### src/rtl/hyper_pkg.sv
// Shared constants for the hyperbus end-of-transfer tracker.
package hyper_pkg;

  localparam logic HYPER_DIR_READ  = 1'b1;
  localparam logic HYPER_DIR_WRITE = 1'b0;

  localparam int unsigned HYPER_EOT_DEPTH = 4;

endpackage

### src/rtl/udma_hyper_eot_tracker.sv
// Matches hyperbus EOT pulses to the oldest outstanding uDMA launch and
// emits a registered read-done or write-done event for each match.
module udma_hyper_eot_tracker
  import hyper_pkg::*;
#(
  parameter int unsigned DEPTH = HYPER_EOT_DEPTH,
  parameter int unsigned CNT_W = $clog2(DEPTH) + 1
) (
  input  logic             sys_clk_i,
  input  logic             rstn_i,
  input  logic             rx_launch_i,
  input  logic             tx_launch_i,
  input  logic             eot_i,
  input  logic             clr_i,
  output logic             evt_read_done_o,
  output logic             evt_write_done_o,
  output logic [CNT_W-1:0] pending_cnt_o,
  output logic             full_o,
  output logic             overflow_o,
  output logic             underflow_o
);

  localparam int unsigned PW = (DEPTH > 1) ? $clog2(DEPTH) : 1;
  localparam logic [CNT_W-1:0] DEPTH_C = CNT_W'(DEPTH);

  logic [DEPTH-1:0] mem;
  logic [PW-1:0]    wptr, rptr;
  logic [CNT_W-1:0] cnt;
  logic             full_q, ovf_q, unf_q, rd_done_q, wr_done_q;

  logic             pop, unf_evt, rx_ok, tx_ok, ovf_evt;
  logic [CNT_W-1:0] space, cnt_next;
  logic [PW-1:0]    wptr_tx;

  always_comb begin
    pop      = 1'b0;
    unf_evt  = 1'b0;
    rx_ok    = 1'b0;
    tx_ok    = 1'b0;
    ovf_evt  = 1'b0;
    space    = '0;
    cnt_next = cnt;
    wptr_tx  = wptr;
    if (!clr_i) begin
      pop     = eot_i && (cnt != '0);
      unf_evt = eot_i && (cnt == '0);
      // Space is measured after the same-cycle pop; a double push needs two slots.
      space   = DEPTH_C - (cnt - CNT_W'(pop));
      rx_ok   = rx_launch_i && (space != '0);
      tx_ok   = tx_launch_i && (space > CNT_W'(rx_ok));
      ovf_evt = (rx_launch_i && !rx_ok) || (tx_launch_i && !tx_ok);
      cnt_next = cnt - CNT_W'(pop) + CNT_W'(rx_ok) + CNT_W'(tx_ok);
      wptr_tx  = wptr + PW'(rx_ok);
    end
  end

  always_ff @(posedge sys_clk_i or negedge rstn_i) begin
    if (!rstn_i) begin
      mem       <= '0;
      wptr      <= '0;
      rptr      <= '0;
      cnt       <= '0;
      full_q    <= 1'b0;
      ovf_q     <= 1'b0;
      unf_q     <= 1'b0;
      rd_done_q <= 1'b0;
      wr_done_q <= 1'b0;
    end else begin
      rd_done_q <= pop && (mem[rptr] == HYPER_DIR_READ);
      wr_done_q <= pop && (mem[rptr] == HYPER_DIR_WRITE);
      if (clr_i) begin
        wptr   <= '0;
        rptr   <= '0;
        cnt    <= '0;
        full_q <= 1'b0;
        ovf_q  <= 1'b0;
        unf_q  <= 1'b0;
      end else begin
        if (rx_ok) mem[wptr]    <= HYPER_DIR_READ;
        if (tx_ok) mem[wptr_tx] <= HYPER_DIR_WRITE;
        wptr   <= wptr_tx + PW'(tx_ok);
        rptr   <= rptr + PW'(pop);
        cnt    <= cnt_next;
        full_q <= (cnt_next == DEPTH_C);
        if (ovf_evt) ovf_q <= 1'b1;
        if (unf_evt) unf_q <= 1'b1;
      end
    end
  end

  assign evt_read_done_o  = rd_done_q;
  assign evt_write_done_o = wr_done_q;
  assign pending_cnt_o    = cnt;
  assign full_o           = full_q;
  assign overflow_o       = ovf_q;
  assign underflow_o      = unf_q;

endmodule
### config.mk
export PLATFORM = sky130hd
export DESIGN_NAME = udma_hyper_eot_tracker
export DESIGN_NICKNAME = d
export VERILOG_FILES = /design/src/rtl/hyper_pkg.sv /design/src/rtl/udma_hyper_eot_tracker.sv
export SDC_FILE = /design/constraint.sdc
export NUM_CORES = 1
export LEC_CHECK = 0
export ABC_AREA = 1
export BUFFER_PORTS_ARGS = -buffer_cell sky130_fd_sc_hd__buf_2
export CORE_AREA = 2 2 53 55
export DETAILED_ROUTE_END_ITERATION = 12
export DIE_AREA = 0 0 55 57
export PLACE_DENSITY = 0.56
export SYNTH_ARGS = -nofsm -noshare
export SYNTH_HDL_FRONTEND = slang
export SYNTH_SLANG_ARGS = --single-unit
### constraint.sdc
create_clock -name sys_clk_i -period 8.9 [get_ports sys_clk_i]
set_input_delay 2.67 -clock sys_clk_i [delete_from_list [all_inputs] [get_ports sys_clk_i]]
set_output_delay 2.67 -clock sys_clk_i [all_outputs]
set_load 0.005 [all_outputs]
# After elaboration in Yosys (flattened, before gate mapping)
# Index checks and enable logic that the tools add are counted.
# word_totals
output_inout_bits	8
inputBits	6
ff_bits	16
# classes
n_eq_ne	1
n_bitwise	4
n_mux	24
n_addsub	7
order_cmp	6
reduce_logical	18
# op_table
operator	count
$mux W1	13
$mux W4	3
$logic_and A1 B1 Y1	10
$lt A2 B3 Y1 const B	3
$add A2 B1 Y2	3
$add A3 B1 Y3	2
$mux W2	3
$mux W3	2
$reduce_bool A3 Y1	2
$and A4 B4 Y4	1
$demux W1 S2	2
$ge A2 B1 Y1 const B	2
$not A4 Y4	1
$or A4 B4 Y4	1
$reduce_bool A2 Y1	2
$eq A3 B3 Y1 const B	1
$gt A3 B1 Y1	1
$logic_not A3 Y1	1
$sub A3 B1 Y3	1
$sub A3 B3 Y3 const A	1
$bmux W1 S2	1
$logic_not A1 Y1	2
$logic_or A1 B1 Y1	1
$not A1 Y1	1

# Depth between registers and ports, before layout
# Gate-level depths: netlist of the first run.
# depth
word_depth	15
mapped_depth	22
ltp_nobuf	22

# Worst setup path after synthesis of the first run
# Ideal clock, no wire load.
# synth_path
kind	input-to-reg
startpoint	in eot_i
endpoint	reg full_q, in the netlist full_o
arrival_time_ns	5.321
path_stages	22
slack_ns	3.512
setup_time_ns	0.066
n_path_buf	0
path_cell_list	inv_1 nor2_1 ha_1 ha_1 ha_1 inv_1 nand3_2 nand3_2 nand2_1 inv_1 ha_1 nor2_1 nor2_1 nand3_1 nand2_1 fa_1 inv_1 ha_1 inv_1 nor2_1 a21oi_1 and3_1
# synth_via
elab_chain_cells	11
word_cells_on_any_way	12
cone_classes	add/sub (4); order compare (1); eq/ne (1); mux (2); reduce/logical (4)
# synth_lines
item	line	source
from (decl)	udma_hyper_eot_tracker.sv:13	input logic eot_i,
$logic_and A1 B1 Y1 (*)	udma_hyper_eot_tracker.sv:45	pop = eot_i && (cnt != '0);
$sub A3 B1 Y3 (*)	udma_hyper_eot_tracker.sv:48, udma_hyper_eot_tracker.sv:52	
$sub A3 B3 Y3	udma_hyper_eot_tracker.sv:48	space = DEPTH_C - (cnt - CNT_W'(pop));
$reduce_bool A3 Y1	udma_hyper_eot_tracker.sv:49	rx_ok = rx_launch_i && (space != '0);
$logic_and A1 B1 Y1	udma_hyper_eot_tracker.sv:49	
$gt A3 B1 Y1	udma_hyper_eot_tracker.sv:50	tx_ok = tx_launch_i && (space > CNT_W'(rx_ok));
$logic_and A1 B1 Y1	udma_hyper_eot_tracker.sv:50	
$add A3 B1 Y3 (*)	udma_hyper_eot_tracker.sv:52	cnt_next = cnt - CNT_W'(pop) + CNT_W'(rx_ok) + CNT_W'(tx_ok);
$mux W3 (*)	udma_hyper_eot_tracker.sv:44	if (!clr_i) begin
$eq A3 B3 Y1 (*)	udma_hyper_eot_tracker.sv:84	full_q <= (cnt_next == DEPTH_C);
$mux W1 (*)	udma_hyper_eot_tracker.sv:71	if (clr_i) begin
to (signal assigned)	udma_hyper_eot_tracker.sv:84	
to (decl)	udma_hyper_eot_tracker.sv:29	logic full_q, ovf_q, unf_q, rd_done_q, wr_done_q;
# Every way passes the cells marked *; elsewhere a longest branch is shown, timed or not.
# A chain may end at the register's enable or synchronous reset.

# Worst setup path after layout of the first run
# Ends and elaborated chain as after synthesis.

==> metrics list, run 1 <==
- The run finished with clean final reports.
- Entering global routing, the biggest net connects 17 pins.
* Buffer levels on the longest clock path: 2
- The first detailed-routing pass took 4 iterations.
- Die Footprint: 3140 um2
- Maximum capacitance violations: 0
* Cell with the most instances after synthesis: inv_1
- H-tree Lvls: 1
- A synthesized cell averages 7.82 um2.
- Peak clock frequency supported by timing: 184 MHz
* Setup total negative slack: 0 ns
- In this run the standard cell core region covers 2620 um2.
- The max-slew violation total from the final report came to 0.
- In the finished design, the share of the clock period the worst path needs comes to 0.612.
- Floorplan die height: 57 um
* Final critical delay including setup and external delays: 5.45 ns
- Number of antenna violations at the first check in global routing: 0
- Setup violations remaining at the end of the flow were counted as 0.
* Max-Slew Margin vs Limit: 0.754
- In this run the tool buffered the top-level ports with 13 buffer cells.
- For hold timing, the worst endpoint is rptr[1]$_DFF_PN0_.
- Worst r2r src: pending_cnt_o[1]$_DFF_PN0_
* Fraction of the yosys area taken by sequential cells: 0.407
* Number of setup buffers added after CTS: 0
* Worst path slowest cell: fa_1
- The worst setup path is launched from an input pin.
- Hold path depth: 1
- Dividing the detail-routed via count by the number of cells gives 4.47.
- Traced cell by cell, the critical path runs through buf_2 > inv_1 > nor2_1 > ha_1 > ha_1 > ha_1 > inv_1 > nand3_2 > nand3_2 > nand2_1 > inv_1 > ha_1 > nor2_1 > nor2_1 > nand3_1 > nand2_1 > fa_1 > inv_1 > ha_1 > inv_1 > nor2_1 > a21oi_1 > and3_1.
* Via count: 774
- The cell count after synthesis came out at 126.
- Worst slew pin tran: 0.369 ns
- Family with the most delay on the worst path: adder cells
- In this run, the number of DRC markers left after iteration 0 of detailed routing was 10.
* Core Rows: 19
- The root buffer cell chosen for the clock tree is clkbuf_4.
- Max IR drop VDD: 0.190 mV
- Post-route core utilization: 0.428
- TritonCTS built the clock tree.
- STA puts the critical path data arrival time at 5.67 ns.
- Type of the tightest min-delay check: flip-flop to flip-flop
- Global-route wire length before repair: 3.24 mm
- GP Congestion: 0.767
- The largest single stage delay on the critical path is 0.38 ns.
- DRC: 0
* Start point of the worst hold path: rptr[1]$_DFF_PN0_
- For this run, the number of Yosys warnings is 0.
- Hold is met by 0.512 ns.
- Worst flop-to-flop path endpoint: full_o$_DFF_PN0_
- Across every metal layer, demand over resource in global routing totals 0.141.
* Area delta synth->final: 13.7%
* Per-cell routed wire length: 10.1 um
- Power Dens Cells: 359 nW/um2
* Post-synthesis cell area: 985 um2
- The number of clock buffers added by TritonCTS is 3.
* Most used flip-flop cell after synthesis: dfrtp_1
* Number of register bits inferred by synthesis: 16
- The count of nets left with antenna violations once routing finished came out at 0.
- In this run, distinct cell masters in the synthesized netlist total 21.
* Setup Crit Path Kind: input pin to flip-flop
* Total leakage power: 0.000654 uW
- The die is 55 um wide.
- The later pin in the worst-skew pair is clocked with a latency of 0.29 ns.
- Number of cells upsized or downsized after cts: 0
- Hold repair after CTS inserted 0 buffers.
* Count of endpoints failing hold in the final timing report: 0
- Post-synthesis async set-or-reset flop share: 1.00
- Most area-consuming cells after synthesis: dfrtp_1 (41%), ha_1 (11%), inv_1 (10%), nand2_1 (7.6%), nor2_1 (7.2%)
* Routed Wire Length: 1.75 mm
- Number of flops mapped to enable cells by yosys: 0
- Of all nets on the critical path, the largest fanout is 5.
- Data on the critical path is required at its endpoint by 9.13 ns.
* Clock-pin slew of the registers on the worst-case setup and hold paths: 0.09 ns
- For this run the aggregate overflow at the end of global routing stands at 0.
- Net Count, Synth: 142
- I/O pin count: 14
- Kind of capture point of the worst setup path: flip-flop
- Number of antenna repair diodes: 0
* Final net count: 159
* R2r worst-path depth: 22
* Via count of the first global-routing pass: 770
- Of the cells placed in the final design, the portion with a size suffix greater than 1 is 0.169.
- Starting utilization of the core area: 0.377
- Setup repair after global routing left no endpoint under its margin.
- Between clock sinks in the finished design, the worst skew comes to 0.00524 ns.
* Sum of net half-perimeters after detailed placement: 1.39 mm
- The biggest area contributor in the post-synthesis netlist is dfrtp_1.
* Count of buffering cells on the critical path with inverters included: 6
* Clock Sinks: 16
- The worst register-to-register path has a setup slack of 5.27 ns.
- By count the netlist is led by inv_1 (27), nand2_1 (20), nor2_1 (19), dfrtp_1 (16), ha_1 (9).
* Portion of synthesized cell area occupied by the leading cell type: 0.407
logic make-up after synthesis:
| group | Yosys count | share of synthesized area |
|---|---|---|
| buffers and inverters | 30 | 0.116 |
| AOI/OAI and AO/OA | 12 | 0.0648 |
| DFF | 16 | 0.407 |
| adders and majority gates | 10 | 0.135 |
| and+or+nand+nor | 58 | 0.278 |
power breakdown:
group,internal [uW],total [uW],switching (uW)
Clock,24.9,48.6,23.7
Combinational,98.9,237,138
Sequential,98.8,117,17.8
Total,223,402,180
worst max-delay path by stage:
stage                from  slack [ns]                to  cells after the start
detailed placement  eot_i        3.13  full_o$_DFF_PN0_                     23
global route        eot_i        3.13  full_o$_DFF_PN0_                     22
CTS                 eot_i        3.43  full_o$_DFF_PN0_                     23
global placement    eot_i        3.17  full_o$_DFF_PN0_                     23
finish              eot_i        3.45  full_o$_DFF_PN0_                     23
floorplan           eot_i        3.51  full_o$_DFF_PN0_                     22
area by class of cell:
cell class	instances	area (um2)
fill	276	1500
multi-input combinational	80	470
sequential	16	400
inverter	29	109
timing repair buffer	13	65.1
tap	31	38.8
clock buffer	4	36.3
through the flow:
step	power (uW)	setup slack, ns	cells	cell area [um2]
2_1_floorplan	305	3.51	126	985
3_3_place_gp	355	3.17	169	1080
3_5_place_dp	358	3.13	169	1080
4_1_cts	409	3.43	173	1120
5_1_grt	461	3.13	173	1120
6_report	402	3.45	173	1120
state kept, by name, indices dropped and copies added (netlist names):
register          count
mem                   4
pending_cnt_o         3
rptr                  2
wptr                  2
evt_read_done_o       1
evt_write_done_o      1
full_o                1
overflow_o            1
underflow_o           1
placed cells by master, fill, tap and decap left out:
master	synthesis	layout
a21oi_1	7	7
a32oi_1	1	1
and2_1	1	1
and2_4	1	1
and3_1	1	1
buf_2	1	13
clkbuf_4	0	3
clkbuf_8	0	1
dfrtp_1	16	16
fa_1	1	1
ha_1	9	9
inv_1	27	27
inv_2	2	2
nand2_1	20	20
nand2_2	1	1
nand3_1	4	4
nand3_2	3	3
nand3b_1	1	1
nand4_1	6	6
nor2_1	19	19
nor3_1	1	1
o21ai_0	3	3
o21ai_1	1	1
layer usage:
layer | vias up | part of all wire | track usage
met1 | 331 | 0.47 | 0.184
met4 | 0 | 0.0097 | 0.0314
met2 | 14 | 0.47 | 0.226
li1 | 427 | - | -
met5 | - | 0 | 0
met3 | 2 | 0.050 | 0.0471
No activity file was read; power rests on OpenSTA's default activity.
==> run 2: changes to the inputs <==
clock period = 5.4 ns   (was 8.9 ns; I/O delays follow)
==> metrics list, run 2 (synthesized netlist as in run 1, its figures left out) <==
- Status: finished clean (unchanged).
- Core Rows: 19 (unchanged)
- The commonest non-fill, non-tap cell in the layout is inv_1 (unchanged).
- Max IR drop VDD: 0.372 mV (was 0.190 mV)
- The utilization after layout is 0.428 (unchanged).
- The fraction of layout instances using a drive strength above 1 was 0.169 (unchanged).
- Number of cells upsized or downsized after cts: 0 (unchanged)
- The clock transition at the registers of the reported paths was 0.09 ns (about the same).
- The source of the critical timing path was eot_i (unchanged).
- The accumulated negative setup slack was 0 ns (unchanged).
- The kind of critical path is input pin to flip-flop (unchanged).
- Number of antenna violations at the first check in global routing: 0 (unchanged)
- Core region area: 2620 um2 (unchanged)
- The flip-flop count of the largest register after layout is 4 (unchanged).
* Final critical delay including setup and external delays: 4.44 ns
- The hold path startpoint is rptr[1]$_DFF_PN0_ (unchanged).
* Buffer levels on the longest clock path: 2 (unchanged)
- Period utilization: 0.822
* Maximum capacitance violations: 0 (unchanged)
- The power density over the cells is 599 nW/um2 (was 359 nW/um2).
* R2r worst-path depth: 22 (unchanged)
* Number of setup buffers added after CTS: 0 (unchanged)
* Number of cells on the critical path: 23 (unchanged)
- The number of levels in the clock H-tree came to 1 (unchanged).
* Starting utilization of the core area: 0.377 (unchanged)
- Register name with the most flops: mem (unchanged)
- Setup repair after global routing missed its margin: false (unchanged)
* Worst slew pin tran: 0.361 ns (was 0.369 ns)
* Max-Slew Margin vs Limit: 0.759 (was 0.754)
- Sum of net half-perimeters after detailed placement: 1.48 mm (was 1.39 mm)
- Worst path slowest cell: fa_1 (unchanged)
- The CTS tree was yes (unchanged).
- Critical path fanouts, max: 5 (unchanged)
- The first-pass GRT wire length came to 3.24 mm (unchanged).
- The buffers plus inverters on the worst setup path is 6 (unchanged).
- Area delta synth->final: 13.7% (unchanged)
* Most frequent cells in the layout: inv_1 (27), nand2_1 (20), nor2_1 (19), dfrtp_1 (16), buf_2 (13) (unchanged)
* Total grt overflow: 0 (unchanged)
* Hold path depth: 1 (unchanged)
* Setup skew after layout: 0.00214 ns (was 0.00524 ns)
- The sum of internal, switching and leakage power came to 671 uW (was 402 uW).
- Number of buffers added by the clock tree synthesis step: 3 (unchanged)
- Via count: 811 (was 774)
- The die outline width is 55 um (unchanged).
* Pin count of the biggest net entering global routing: 17 (unchanged)
* Family with the most delay on the worst path: adder cells (unchanged)
- Length of the first detailed-routing pass in iterations: 4 (unchanged)
* Clock Sinks: 16 (unchanged)
* Series of cell instances along the critical path: buf_2 > inv_1 > nor2_1 > ha_1 > ha_1 > ha_1 > inv_1 > nand3_2 > nand3_2 > nand2_1 > inv_1 > ha_1 > nor2_1 > nor2_1 > nand3_1 > nand2_1 > fa_1 > inv_1 > ha_1 > inv_1 > nor2_1 > a21oi_1 > and3_1 (unchanged)
- The path category of the worst min-delay check is flip-flop to flip-flop (unchanged).
- CTS Root Cell: clkbuf_4 (unchanged)
- Worst r2r src: pending_cnt_o[1]$_DFF_PN0_ (unchanged)
- Final net count: 159 (unchanged)
- Kind of capture point of the worst setup path: flip-flop (unchanged)
* Vias per inst: 4.69 (was 4.47)
- Number of buffers inserted for hold repair after clock tree synthesis: 0 (unchanged)
* Worst hold slack after final layout: 0.500 ns (was 0.512 ns)
- Data required time at the worst endpoint: 5.63 ns (was 9.13 ns)
* Routed Wire Length: 1.83 mm (was 1.75 mm)
- Total leakage power: 0.000654 uW (unchanged)
- The max-slew violation total from the final report came to 0 (unchanged).
- The height of the die was 57 um (unchanged).
* Count of endpoints failing hold in the final timing report: 0 (unchanged)
- Clock network latency to the later pin of the worst-skew pair: 0.28 ns (was 0.29 ns)
- The violation count after the first detailed-routing iteration was 13 (was 10).
- Derived from the worst setup path, the maximum achievable clock frequency is 225 MHz.
- Tot GR Track Use: 0.142 (was 0.141)
- The global placement routability congestion is 0.835 (was 0.767).
- The endpoint arrival time on the critical path came to 4.67 ns (was 5.67 ns).
- Reg-to-reg slack, setup: 1.72 ns (was 5.27 ns)
- Number of buffers inserted by port buffering: 13 (unchanged)
- The average routed wire per standard cell was 10.6 um (was 10.1 um).
- The top-level port count is 14 (unchanged).
- The antenna diode instance count is 0 (unchanged).
- Die Footprint: 3140 um2 (unchanged)
- Crit path largest cell delay: 0.37 ns (was 0.38 ns)
- The via count of the first global-routing pass came to 730 (was 770).
* Type of element launching the critical path: input pin (unchanged)
- The count of unresolved DRC violations after routing came to 0 (unchanged).
* Antenna-violating nets left: 0 (unchanged)
- The final setup violation count is 0 (unchanged).
## run 2: cell counts in the layout (fill, tap and decap cells not counted)
Identical to the previous run, type by type.
## run 2: cell type report
class	count	area, um2
Tap cell	31	38.8
Timing Repair Buffer	13	65.1
Inverter	29	109
Fill cell	277	1500
Clock buffer	4	36.3
Sequential cell	16	400
Multi-Input combinational cell	80	470
## run 2: worst reg2reg max path: stages (launching register included)
cell and delay, ns:
dfrtp_1 0.42, nor3_1 0.26, nor2_1 0.10, ha_1 0.20, ha_1 0.31, ha_1 0.22
inv_1 0.07, nand3_2 0.11, nand3_2 0.14, nand2_1 0.10, inv_1 0.10, ha_1 0.24
nor2_1 0.11, nor2_1 0.06, nand3_1 0.11, nand2_1 0.10, fa_1 0.37, inv_1 0.06
ha_1 0.21, inv_1 0.05, nor2_1 0.04, a21oi_1 0.11, and3_1 0.15
## run 2: power breakdown
| part | switching [uW] | internal (uW) | leakage [uW] |
|---|---|---|---|
| sequential | 30.5 | 163 | 0.000206 |
| combinational | 234 | 165 | 0.000426 |
| clock | 37.4 | 41.0 | 0.0000210 |
## run 2: through the flow
stage	setup WS, ns	std cells	cell area [um2]
after floorplan	1.06	126	985
after global placement	0.722	169	1080
after detailed placement	0.662	169	1080
after CTS	0.956	173	1120
after global routing	0.652	173	1120
final	0.961	173	1120
## run 2: final timing paths
kind,endpoint
setup / recovery,full_o$_DFF_PN0_
hold reg to reg,rptr[1]$_DFF_PN0_
min in group asynchronous,pending_cnt_o[0]$_DFF_PN0_
setup reg to reg,full_o$_DFF_PN0_
max in group asynchronous,overflow_o$_DFFE_PN0P_
hold / removal,rptr[1]$_DFF_PN0_
## run 2: routing by layer
layer	wire length, um	GRT usage
met5	0	0
met4	18	0.0383
met3	97	0.0576
met2	873	0.209
met1	843	0.192
==> run 3: changes to the inputs <==
clock period = 4.4 ns   (was 5.4 ns; I/O delays follow)
==> metrics list, run 3 (synthesized netlist as in run 1, its figures left out) <==
- Type of the tightest min-delay check: flip-flop to flip-flop (unchanged)
- The fraction of layout instances using a drive strength above 1 is 0.186 (was 0.169).
- Global-route wire length before repair: 3.47 mm (was 3.24 mm)
* Kind of capture point of the worst setup path: flip-flop (unchanged)
- Buffer levels on the longest clock path: 2 (unchanged)
- The area inside the core boundary came to 2620 um2 (unchanged).
* Total leakage power: 0.000667 uW (was 0.000654 uW)
- Data required time at the worst endpoint: 4.63 ns (was 5.63 ns)
- Series of cell instances along the critical path: buf_2 > inv_1 > nor2_1 > ha_1 > ha_1 > ha_1 > inv_1 > nand3_2 > nand3_2 > nand2_1 > inv_1 > ha_1 > nor2_1 > nor2_1 > nand3_1 > nand2_1 > fa_1 > inv_1 > ha_1 > inv_1 > nor2_1 > a21oi_1 > and3_1 (unchanged).
* DRC: 0 (unchanged)
* Crit path largest cell delay: 0.37 ns (about the same)
- The sum of net half-perimeters after detailed placement is 1.54 mm (was 1.48 mm).
* Violation count after the first detailed-route iteration: 13 (unchanged)
- The via count of the first global-routing pass came to 828 (was 730).
* Setup skew after layout: 0.00305 ns (was 0.00214 ns)
* Per-cell routed wire length: 10.9 um (was 10.6 um)
- Number of flip-flops in the largest register: 4 (unchanged)
* I/O pin count: 14 (unchanged)
* Vias per inst: 4.64 (was 4.69)
- Tot GR Track Use: 0.151 (was 0.142)
- Timing would allow up to 248 MHz.
* Number of cells upsized or downsized after cts: 0 (unchanged)
- Number of pins exceeding their max-slew limit in the final report: 0 (unchanged)
* Status: finished clean (unchanged)
* GP Congestion: 0.873 (was 0.835)
- Clock tree from TritonCTS: yes (unchanged)
* Most common cell after layout, fill and taps aside: inv_1 (unchanged)
* Total grt overflow: 0 (unchanged)
* Total design power: 874 uW (was 671 uW)
* Worst path slowest cell: fa_1 (unchanged)
* Routed Wire Length: 1.91 mm (was 1.83 mm)
* Area delta synth->final: 16.0% (was 13.7%)
- Via count: 817 (was 811)
- The height of the die was 57 um (unchanged).
- The max-slew headroom at the worst pin is 0.752 (was 0.759).
- The source-to-sink clock delay at the later pin of the worst-skew pair is 0.28 ns (about the same).
- The kind of start point of the critical path is an input pin (unchanged).
* Final setup violation count: 0 (unchanged)
- The total instance count after detailed placement came to 172 (was 169).
- The clock net sink count is 16 (unchanged).
- Number of antenna repair diodes: 0 (unchanged)
- The worst ir drop on vdd was 0.433 mV (was 0.372 mV).
- Length of the first detailed-routing pass in iterations: 4 (unchanged)
* Critical path fanouts, max: 3 (was 5)
- The clock transition at the registers of the reported paths came to 0.10 ns (was 0.09 ns).
* Register name with the most flops: mem (unchanged)
- CTS Root Cell: clkbuf_4 (unchanged)
- Most frequent cells in the layout: inv_1 (27), nand2_1 (20), nor2_1 (19), dfrtp_1 (16), buf_2 (13) (unchanged).
- Setup Crit Path Kind: input pin to flip-flop (unchanged)
- The full die area came to 3140 um2 (unchanged).
* Pin count of the biggest net entering global routing: 17 (unchanged)
- Starting utilization of the core area: 0.377 (unchanged)
* Power Dens Cells: 765 nW/um2 (was 599 nW/um2)
* Crit path DAT: 4.25 ns (was 4.67 ns)
* Maximum capacitance violations: 0 (unchanged)
- Count of endpoints failing hold in the final timing report: 0 (unchanged)
- The count of port buffers added during placement is 13 (unchanged).
- Setup repair after global routing missed its margin: false (unchanged)
- Worst hold slack after final layout: 0.510 ns (was 0.500 ns)
* Setup total negative slack: 0 ns (unchanged)
- The worst-margin pin slew is 0.373 ns (was 0.361 ns).
* Core Rows: 19 (unchanged)
- Antenna-violating nets left: 0 (unchanged)
* Period utilization: 0.916
* H-tree Lvls: 1 (unchanged)
* Number of buffers inserted for hold repair after clock tree synthesis: 0 (unchanged)
* Die width: 55 um (unchanged)
- Number of antenna violations at the first check in global routing: 0 (unchanged)
* Final critical delay including setup and external delays: 4.03 ns
* Number of buffers added by the clock tree synthesis step: 3 (unchanged)
- The setup fix buffers added after clock tree synthesis is 0 (unchanged).
* Post-route insts no fill: 176 (was 173)
- Final net count: 162 (was 159)
## run 3: metal layers
metal  vias to the layer above  GRT usage  wire, um
li1                        437          -         -
met1                       363      0.199       869
met2                        15      0.241       936
met3                         2     0.0236        81
met4                         0     0.0627        22
met5                         -          0         0
## run 3: worst paths after layout
path | slack (ns) | depth (start not counted) | endpoint | start
max in group asynchronous | 3.20 | 1 | mem[2]$_DFFE_PN0N_ | rstn_i
worst max register to register | 0.81 | 22 | full_o$_DFF_PN0_ | pending_cnt_o[1]$_DFF_PN0_
min in group asynchronous | 0.93 | 1 | pending_cnt_o[1]$_DFF_PN0_ | rstn_i
worst min-delay path | 0.51 | 1 | rptr[1]$_DFF_PN0_ | rptr[1]$_DFF_PN0_
worst min register to register | 0.51 | 1 | rptr[1]$_DFF_PN0_ | rptr[1]$_DFF_PN0_
worst max-delay path | 0.37 | 23 | full_o$_DFF_PN0_ | eot_i
## run 3: layout make-up
class	instances	area, um2
clock buffer	4	36.3
fill	287	1470
inverter	29	109
multi-input combinational	80	470
sequential	16	400
tap	31	38.8
timing repair buffer	16	87.6
## run 3: through the flow
stage	area [um2]	util	worst slack (ns)
2_1_floorplan	985	-	0.362
3_3_place_gp	1110	0.423	0.176
3_5_place_dp	1110	0.423	0.0633
4_1_cts	1140	0.437	0.359
5_1_grt	1140	0.437	0.0264
6_report	1140	0.437	0.372
## run 3: critical path: cells and delay by family
kind | cells | cell delay [ns]
compound gates | 1 | 0.11
fa+ha+maj | 6 | 1.54
buf+inv | 6 | 0.39
simple gates | 10 | 0.87
## run 3: report_power, final
part           internal [uW]  switching (uW)
Clock                   50.3            48.1
Combinational            238             299
Sequential               200            38.6
Total                    488             386
